[config.mk]
export PLATFORM = sky130hd
export DESIGN_NAME = prime_checker_core_flat
export DESIGN_NICKNAME = d
export VERILOG_FILES = /design/src/rtl/prime_pkg.sv /design/src/rtl/prime_checker_core_if.sv /design/src/rtl/prime_datapath.sv /design/src/rtl/prime_checker_core.sv /design/src/flat_wrapper.sv
export SDC_FILE = /design/constraint.sdc
export NUM_CORES = 1
export LEC_CHECK = 0
export ABC_AREA = 1
export BUFFER_PORTS_ARGS = -buffer_cell sky130_fd_sc_hd__buf_2
export CORE_UTILIZATION = 23
export CTS_CLUSTER_SIZE = 30
export DETAILED_ROUTE_END_ITERATION = 10
export PLACE_DENSITY = 0.39
export SYNTH_ARGS = -nofsm -noshare
export SYNTH_HDL_FRONTEND = slang
export SYNTH_SLANG_ARGS = --single-unit
[constraint.sdc]
create_clock -name clk -period 2.1 [get_ports clk]
set_clock_uncertainty 0.05 [all_clocks]
set_input_delay 0.105 -clock clk [delete_from_list [all_inputs] [get_ports clk]]
set_output_delay 0.105 -clock clk [all_outputs]
set_load 0.005 [all_outputs]
[src/rtl/prime_pkg.sv]
// Shared types and constants for the divisor-count / primality engine.
package prime_pkg;

  typedef enum logic [1:0] {
    IDLE,
    SUB,
    NEXT,
    DONE
  } prime_state_t;

  localparam int PRIME_DIV_COUNT = 2;
  localparam int EARLY_LIMIT     = 3;

endpackage

[src/rtl/prime_checker_core_if.sv]
// Start/done handshake, operand and result bundle of the primality engine.
interface prime_checker_core_if #(
  parameter int W = 8
);

  logic         start;
  logic [W-1:0] n;
  logic         early_exit;
  logic         busy;
  logic         done;
  logic         is_prime;
  logic         is_prime_n;
  logic [W-1:0] div_count;
  logic [W-1:0] n_q;

  modport master (
    output start, n, early_exit,
    input  busy, done, is_prime, is_prime_n, div_count, n_q
  );

  modport slave (
    input  start, n, early_exit,
    output busy, done, is_prime, is_prime_n, div_count, n_q
  );

endinterface

[src/rtl/prime_datapath.sv]
// Operand, remainder, trial-divisor and count registers with the
// compare/subtract logic, steered by enables from the controlling FSM.
module prime_datapath
  import prime_pkg::*;
#(
  parameter int W = 8
) (
  input  logic         clk,
  input  logic         rst_n,
  input  logic         load,
  input  logic         sub_en,
  input  logic         inc_en,
  input  logic         next_en,
  input  logic [W-1:0] n_in,
  output logic [W-1:0] n_val,
  output logic [W-1:0] c_val,
  output logic         n_small,
  output logic         a_gt_k,
  output logic         a_eq_k,
  output logic         k_is_one
);

  logic [W-1:0] n_q, n_d;
  logic [W-1:0] a_q, a_d;
  logic [W-1:0] k_q, k_d;
  logic [W-1:0] c_q, c_d;

  assign n_small  = (n_in < W'(2));
  assign a_gt_k   = (a_q > k_q);
  assign a_eq_k   = (a_q == k_q);
  assign k_is_one = (k_q == W'(1));
  assign n_val    = n_q;
  assign c_val    = c_q;

  // Operands 0 and 1 skip the loop, so their count is the operand itself.
  always_comb begin
    n_d = n_q;
    a_d = a_q;
    k_d = k_q;
    c_d = c_q;
    if (load) begin
      n_d = n_in;
      a_d = n_in;
      k_d = n_in;
      c_d = n_small ? n_in : '0;
    end else begin
      if (sub_en) begin
        a_d = a_q - k_q;
      end
      if (inc_en) begin
        c_d = c_q + W'(1);
      end
      if (next_en) begin
        k_d = k_q - W'(1);
        a_d = n_q;
      end
    end
  end

  always_ff @(posedge clk) begin
    if (!rst_n) begin
      n_q <= '0;
      a_q <= '0;
      k_q <= '0;
      c_q <= '0;
    end else begin
      n_q <= n_d;
      a_q <= a_d;
      k_q <= k_d;
      c_q <= c_d;
    end
  end

endmodule

[src/rtl/prime_checker_core.sv]
// Divisor-count / primality engine: FSM sequencing a repeated-subtraction
// datapath with a descending trial divisor and optional early exit.
module prime_checker_core
  import prime_pkg::*;
#(
  parameter int W = 8
) (
  input  logic                  clk,
  input  logic                  rst_n,
  prime_checker_core_if.slave   bus
);

  prime_state_t state_q, state_d;
  logic         early_q, early_d;
  logic         is_prime_q, is_prime_d;
  logic         is_prime_n_q, is_prime_n_d;
  logic [W-1:0] div_count_q, div_count_d;

  logic         load, sub_en, inc_en, next_en;
  logic         finish;
  logic [W-1:0] final_cnt;
  logic [W-1:0] n_val, c_val;
  logic         n_small, a_gt_k, a_eq_k, k_is_one;

  prime_datapath #(.W(W)) u_datapath (
    .clk      (clk),
    .rst_n    (rst_n),
    .load     (load),
    .sub_en   (sub_en),
    .inc_en   (inc_en),
    .next_en  (next_en),
    .n_in     (bus.n),
    .n_val    (n_val),
    .c_val    (c_val),
    .n_small  (n_small),
    .a_gt_k   (a_gt_k),
    .a_eq_k   (a_eq_k),
    .k_is_one (k_is_one)
  );

  // Results are registered on the edge entering DONE so they are valid with done.
  always_comb begin
    state_d      = state_q;
    early_d      = early_q;
    is_prime_d   = is_prime_q;
    is_prime_n_d = is_prime_n_q;
    div_count_d  = div_count_q;
    load         = 1'b0;
    sub_en       = 1'b0;
    inc_en       = 1'b0;
    next_en      = 1'b0;
    finish       = 1'b0;
    final_cnt    = c_val;

    case (state_q)
      IDLE: begin
        if (bus.start) begin
          load    = 1'b1;
          early_d = bus.early_exit;
          if (n_small) begin
            finish    = 1'b1;
            final_cnt = bus.n;
            state_d   = DONE;
          end else begin
            state_d = SUB;
          end
        end
      end
      SUB: begin
        if (a_gt_k) begin
          sub_en = 1'b1;
        end else if (a_eq_k) begin
          inc_en  = 1'b1;
          state_d = NEXT;
        end else begin
          state_d = NEXT;
        end
      end
      NEXT: begin
        if (k_is_one || (early_q && (c_val >= W'(EARLY_LIMIT)))) begin
          finish  = 1'b1;
          state_d = DONE;
        end else begin
          next_en = 1'b1;
          state_d = SUB;
        end
      end
      DONE: begin
        state_d = IDLE;
      end
      default: begin
        state_d = IDLE;
      end
    endcase

    if (finish) begin
      div_count_d  = final_cnt;
      is_prime_d   = (final_cnt == W'(PRIME_DIV_COUNT));
      is_prime_n_d = (final_cnt != W'(PRIME_DIV_COUNT));
    end
  end

  always_ff @(posedge clk) begin
    if (!rst_n) begin
      state_q      <= IDLE;
      early_q      <= 1'b0;
      is_prime_q   <= 1'b0;
      is_prime_n_q <= 1'b1;
      div_count_q  <= '0;
    end else begin
      state_q      <= state_d;
      early_q      <= early_d;
      is_prime_q   <= is_prime_d;
      is_prime_n_q <= is_prime_n_d;
      div_count_q  <= div_count_d;
    end
  end

  assign bus.busy       = (state_q == SUB) || (state_q == NEXT);
  assign bus.done       = (state_q == DONE);
  assign bus.is_prime   = is_prime_q;
  assign bus.is_prime_n = is_prime_n_q;
  assign bus.div_count  = div_count_q;
  assign bus.n_q        = n_val;

endmodule

[src/flat_wrapper.sv]
// flat-port wrapper written by rule: the top's interface ports become plain ports
module prime_checker_core_flat import prime_pkg::*;
#(
  parameter int W = 8
)
  (clk, rst_n, bus_start, bus_n, bus_early_exit, bus_busy, bus_done, bus_is_prime, bus_is_prime_n, bus_div_count, bus_n_q);
  prime_checker_core_if #(.W(W)) bus_i ();
  input  logic clk;
  input  logic rst_n;
  input wire logic [$bits(bus_i.start)-1:0] bus_start;
  input wire logic [$bits(bus_i.n)-1:0] bus_n;
  input wire logic [$bits(bus_i.early_exit)-1:0] bus_early_exit;
  output wire logic [$bits(bus_i.busy)-1:0] bus_busy;
  output wire logic [$bits(bus_i.done)-1:0] bus_done;
  output wire logic [$bits(bus_i.is_prime)-1:0] bus_is_prime;
  output wire logic [$bits(bus_i.is_prime_n)-1:0] bus_is_prime_n;
  output wire logic [$bits(bus_i.div_count)-1:0] bus_div_count;
  output wire logic [$bits(bus_i.n_q)-1:0] bus_n_q;
  assign bus_i.start = bus_start;
  assign bus_i.n = bus_n;
  assign bus_i.early_exit = bus_early_exit;
  assign bus_busy = bus_i.busy;
  assign bus_done = bus_i.done;
  assign bus_is_prime = bus_i.is_prime;
  assign bus_is_prime_n = bus_i.is_prime_n;
  assign bus_div_count = bus_i.div_count;
  assign bus_n_q = bus_i.n_q;
  prime_checker_core #(.W(W)) u_core (.clk(clk), .rst_n(rst_n), .bus(bus_i));
endmodule
==> impl_metrics.csv <==
group,metric,value,unit
outcome,status,"complete, no violations",
cells_and_area,final_cell_mix,"nand2_1, inv_1, dfxtp_1",
worst_hold_path,hold_path_class,"in -> reg",
logic_synthesis,syn_inst,425,
logic_synthesis,yosysUniqueCellTypes,37,
routing,drcViolationCount,0,
clock_tree,clock-sinks,45,
die,ios,32,
sta,final.period_utilization,91.76,%
clock_tree,cts_setup_buffers,0,
logic_synthesis,synth-seq-cells,45,
routing,post_drt_wl_per_cell,13.41,um
die,fp.coreArea,0.01206,sq mm
pwr,p_leak,0.001731,uW
global_routing,grt_pass1_vias,2839,
routing,first_pass_iters,4,
place,pre_cts_ws,0.02123,ns
die,dieArea,0.01291,sq mm
logic_synthesis,synth_edf_count,0,
sta,final.setup.worst_slack,0.1731,ns
logic_synthesis,yosys.area.top_type_share,31.44,%
sta,tightestPinTransition,0.4583,ns
clock_tree,cts.clk_slew.worst_paths,0.07,ns
die,die_h,113.6,um
logic_synthesis,synthesis.area,0.002865,sq mm
worst_setup_path,path_max_fanout,5,
global_routing,overflow,0,
cells_and_area,drive_gt1_share,21.47,%
die,start_util,23.76,%
logic_synthesis,yosysTopAreaCell,"dfxtp_1",
sta,fmax,519.0,MHz
cells_and_area,n_antenna_cell,0,
pwr,power-per-cell-area,1585,mW/mm^2
worst_setup_path,cp-end-kind,"flip-flop",
sta,layout_min_cycle_time,1.927,ns
place,io_buffer_count,31,
routing,drtAntennaViolNets,0,
sta,max_slew_margin,69.41,%
sta,hold-worst-slack,0.06442,ns
sta,hold_violations,0,
clock_tree,cts_tree,"done",
routing,drt_iter0_drc,106,
clock_tree,clk_latency,0.29,ns
clock_tree,htreeDepth,2,
global_routing,grt_pass1_wl,14320,um
cells_and_area,nets,502,
die,row_count,40,
flow_run,drv_cap,0,
clock_tree,clock_path_buffers,2,
logic_synthesis,syn_nets,453,
logic_synthesis,ys_top_cells_by_area,"dfxtp_1, nand2_1, inv_1",
die,die_w,113.6,um
logic_synthesis,synth.avg_cell_area,6.742,sq um
worst_setup_path,crit_path_start_kind,"flip-flop",
logic_synthesis,yosys_warnings,0,
sta,report.final.slew_viol_count,0,
pwr,ir_drop,0.0004018,V
routing,num_vias,2768,
global_routing,grt_max_degree,20,
worst_setup_path,required,2.23,ns
cells_and_area,synthToLayoutAreaGrowth,23.62,%
global_routing,antenna_found_initial,0,
logic_synthesis,synth_flop_cell,"dfxtp_1",
routing,viasPerCell,4.305,
place,hpwl,6699,um
worst_setup_path,critPathKind,"reg -> reg",
sta,final-setup-viol-count,0,
routing,finalWirelength,8624,um
worst_setup_path,arrival,2.05,ns
clock_tree,cts_made_buffers,5,
cells_and_area,final_common_cell,"nand2_1",
place,gp_congestion,0.7945,
logic_synthesis,yosysSeqAreaShare,31.44,%
clock_tree,cts-root-buf,"clkbuf_16",
logic_synthesis,async_flop_share,0,%
global_routing,grt_use_total,14.18,%
-- Yosys cell counts, types with 3 or more instances --
master    number
a21oi_1       23
a21oi_2        7
buf_2          4
buf_6          3
clkbuf_1       3
dfxtp_1       45
ha_1          15
inv_1         70
inv_2          3
nand2_1       93
nand2_2        8
nand3_1       32
nand3_2        4
nand4_1       12
nor2_1        43
nor3_1         7
o21ai_0       13
o21ai_1        9
o22ai_1        6
xor2_1         3
-- final timing paths --
path,startpoint,to,slack [ns],cells after the start
setup reg to reg,u_core.u_datapath.k_q[5]$_SDFFE_PN0P_,u_core.state_q[0]$_SDFFE_PN0P_,0.17,11
hold reg to reg,u_core.u_datapath.k_q[1]$_SDFFE_PN0P_,u_core.u_datapath.k_q[1]$_SDFFE_PN0P_,0.42,2
hold / removal,bus_early_exit,u_core.early_q$_SDFFE_PN0P_,0.06,3
setup / recovery,u_core.u_datapath.k_q[5]$_SDFFE_PN0P_,u_core.state_q[0]$_SDFFE_PN0P_,0.17,11
-- repair_timing --
item,in CTS,in global routing
gates resized for setup,0,13
hold buffers,0,0
setup endpoints to repair,0,14
-- stage by stage --
stage	power (uW)	setup TNS (ns)	area [sq um]	utilization, %	instances
CTS	5494	0	3471	28.78	642
floorplan	3789	0	2865	-	425
detailed placement	4687	0	3332	27.62	634
finish	5615	0	3542	29.37	643
global placement	4695	0	3332	27.62	634
global route	6221	-0.03089	3542	29.37	643
-- where the power goes --
part	switching, uW	internal, uW
clock network	340	438
logic	2250	1390
registers	140	1060
-- sequential cells by signal, summed over array words and instances (netlist names) --
register                 count
u_core.u_datapath.k_q        8
u_core.u_datapath.c_val      8
u_core.u_datapath.n_val      8
u_core.bus.div_count         8
u_core.early_q               1
u_core.u_datapath.a_q        8
u_core.state_q               2
u_core.bus.is_prime_n        1
u_core.bus.is_prime          1
-- logic make-up (layout without fill, tap and decap cells) --
family	after synthesis	count (layout)	share of synthesized area, %
simple gates	210	211	34.28
buf+inv	87	136	12.62
compound gates	62	62	12.88
flops	45	45	31.44
fa+ha+maj	16	16	7.249
xor+xnor	5	5	1.529
-- routing by layer --
layer / vias to the layer above / GRT usage [%] / part of all wire (%)
met5: - / 0 / 0
met1: 1267 / 17.81 / 47
li1: 1457 / - / -
met3: 11 / 2.019 / 2.3
met4: 0 / 4.035 / 1.4
met2: 33 / 25.16 / 49
-- area by class of cell --
cell class                      instances  area (sq um)
Fill cell                            1355          8519
Timing Repair Buffer                   54         340.3
Clock buffer                            6         128.9
Multi-Input combinational cell        294          1672
Clock inverter                          2         10.01
Inverter                               74         277.8
Tap cell                              168         210.2
Sequential cell                        45         903.4
-- critical path, stage by stage, from the launching register on --
cell	delay (ns)
dfxtp_1	0.33
inv_1	0.07
ha_1	0.36
nand2_1	0.13
nor2_4	0.20
nand2_1	0.07
nand2_1	0.11
nand2_4	0.10
o21ai_2	0.11
inv_1	0.08
o21ai_0	0.15
nor2_1	0.05
Power figures use the tool's default switching activity.
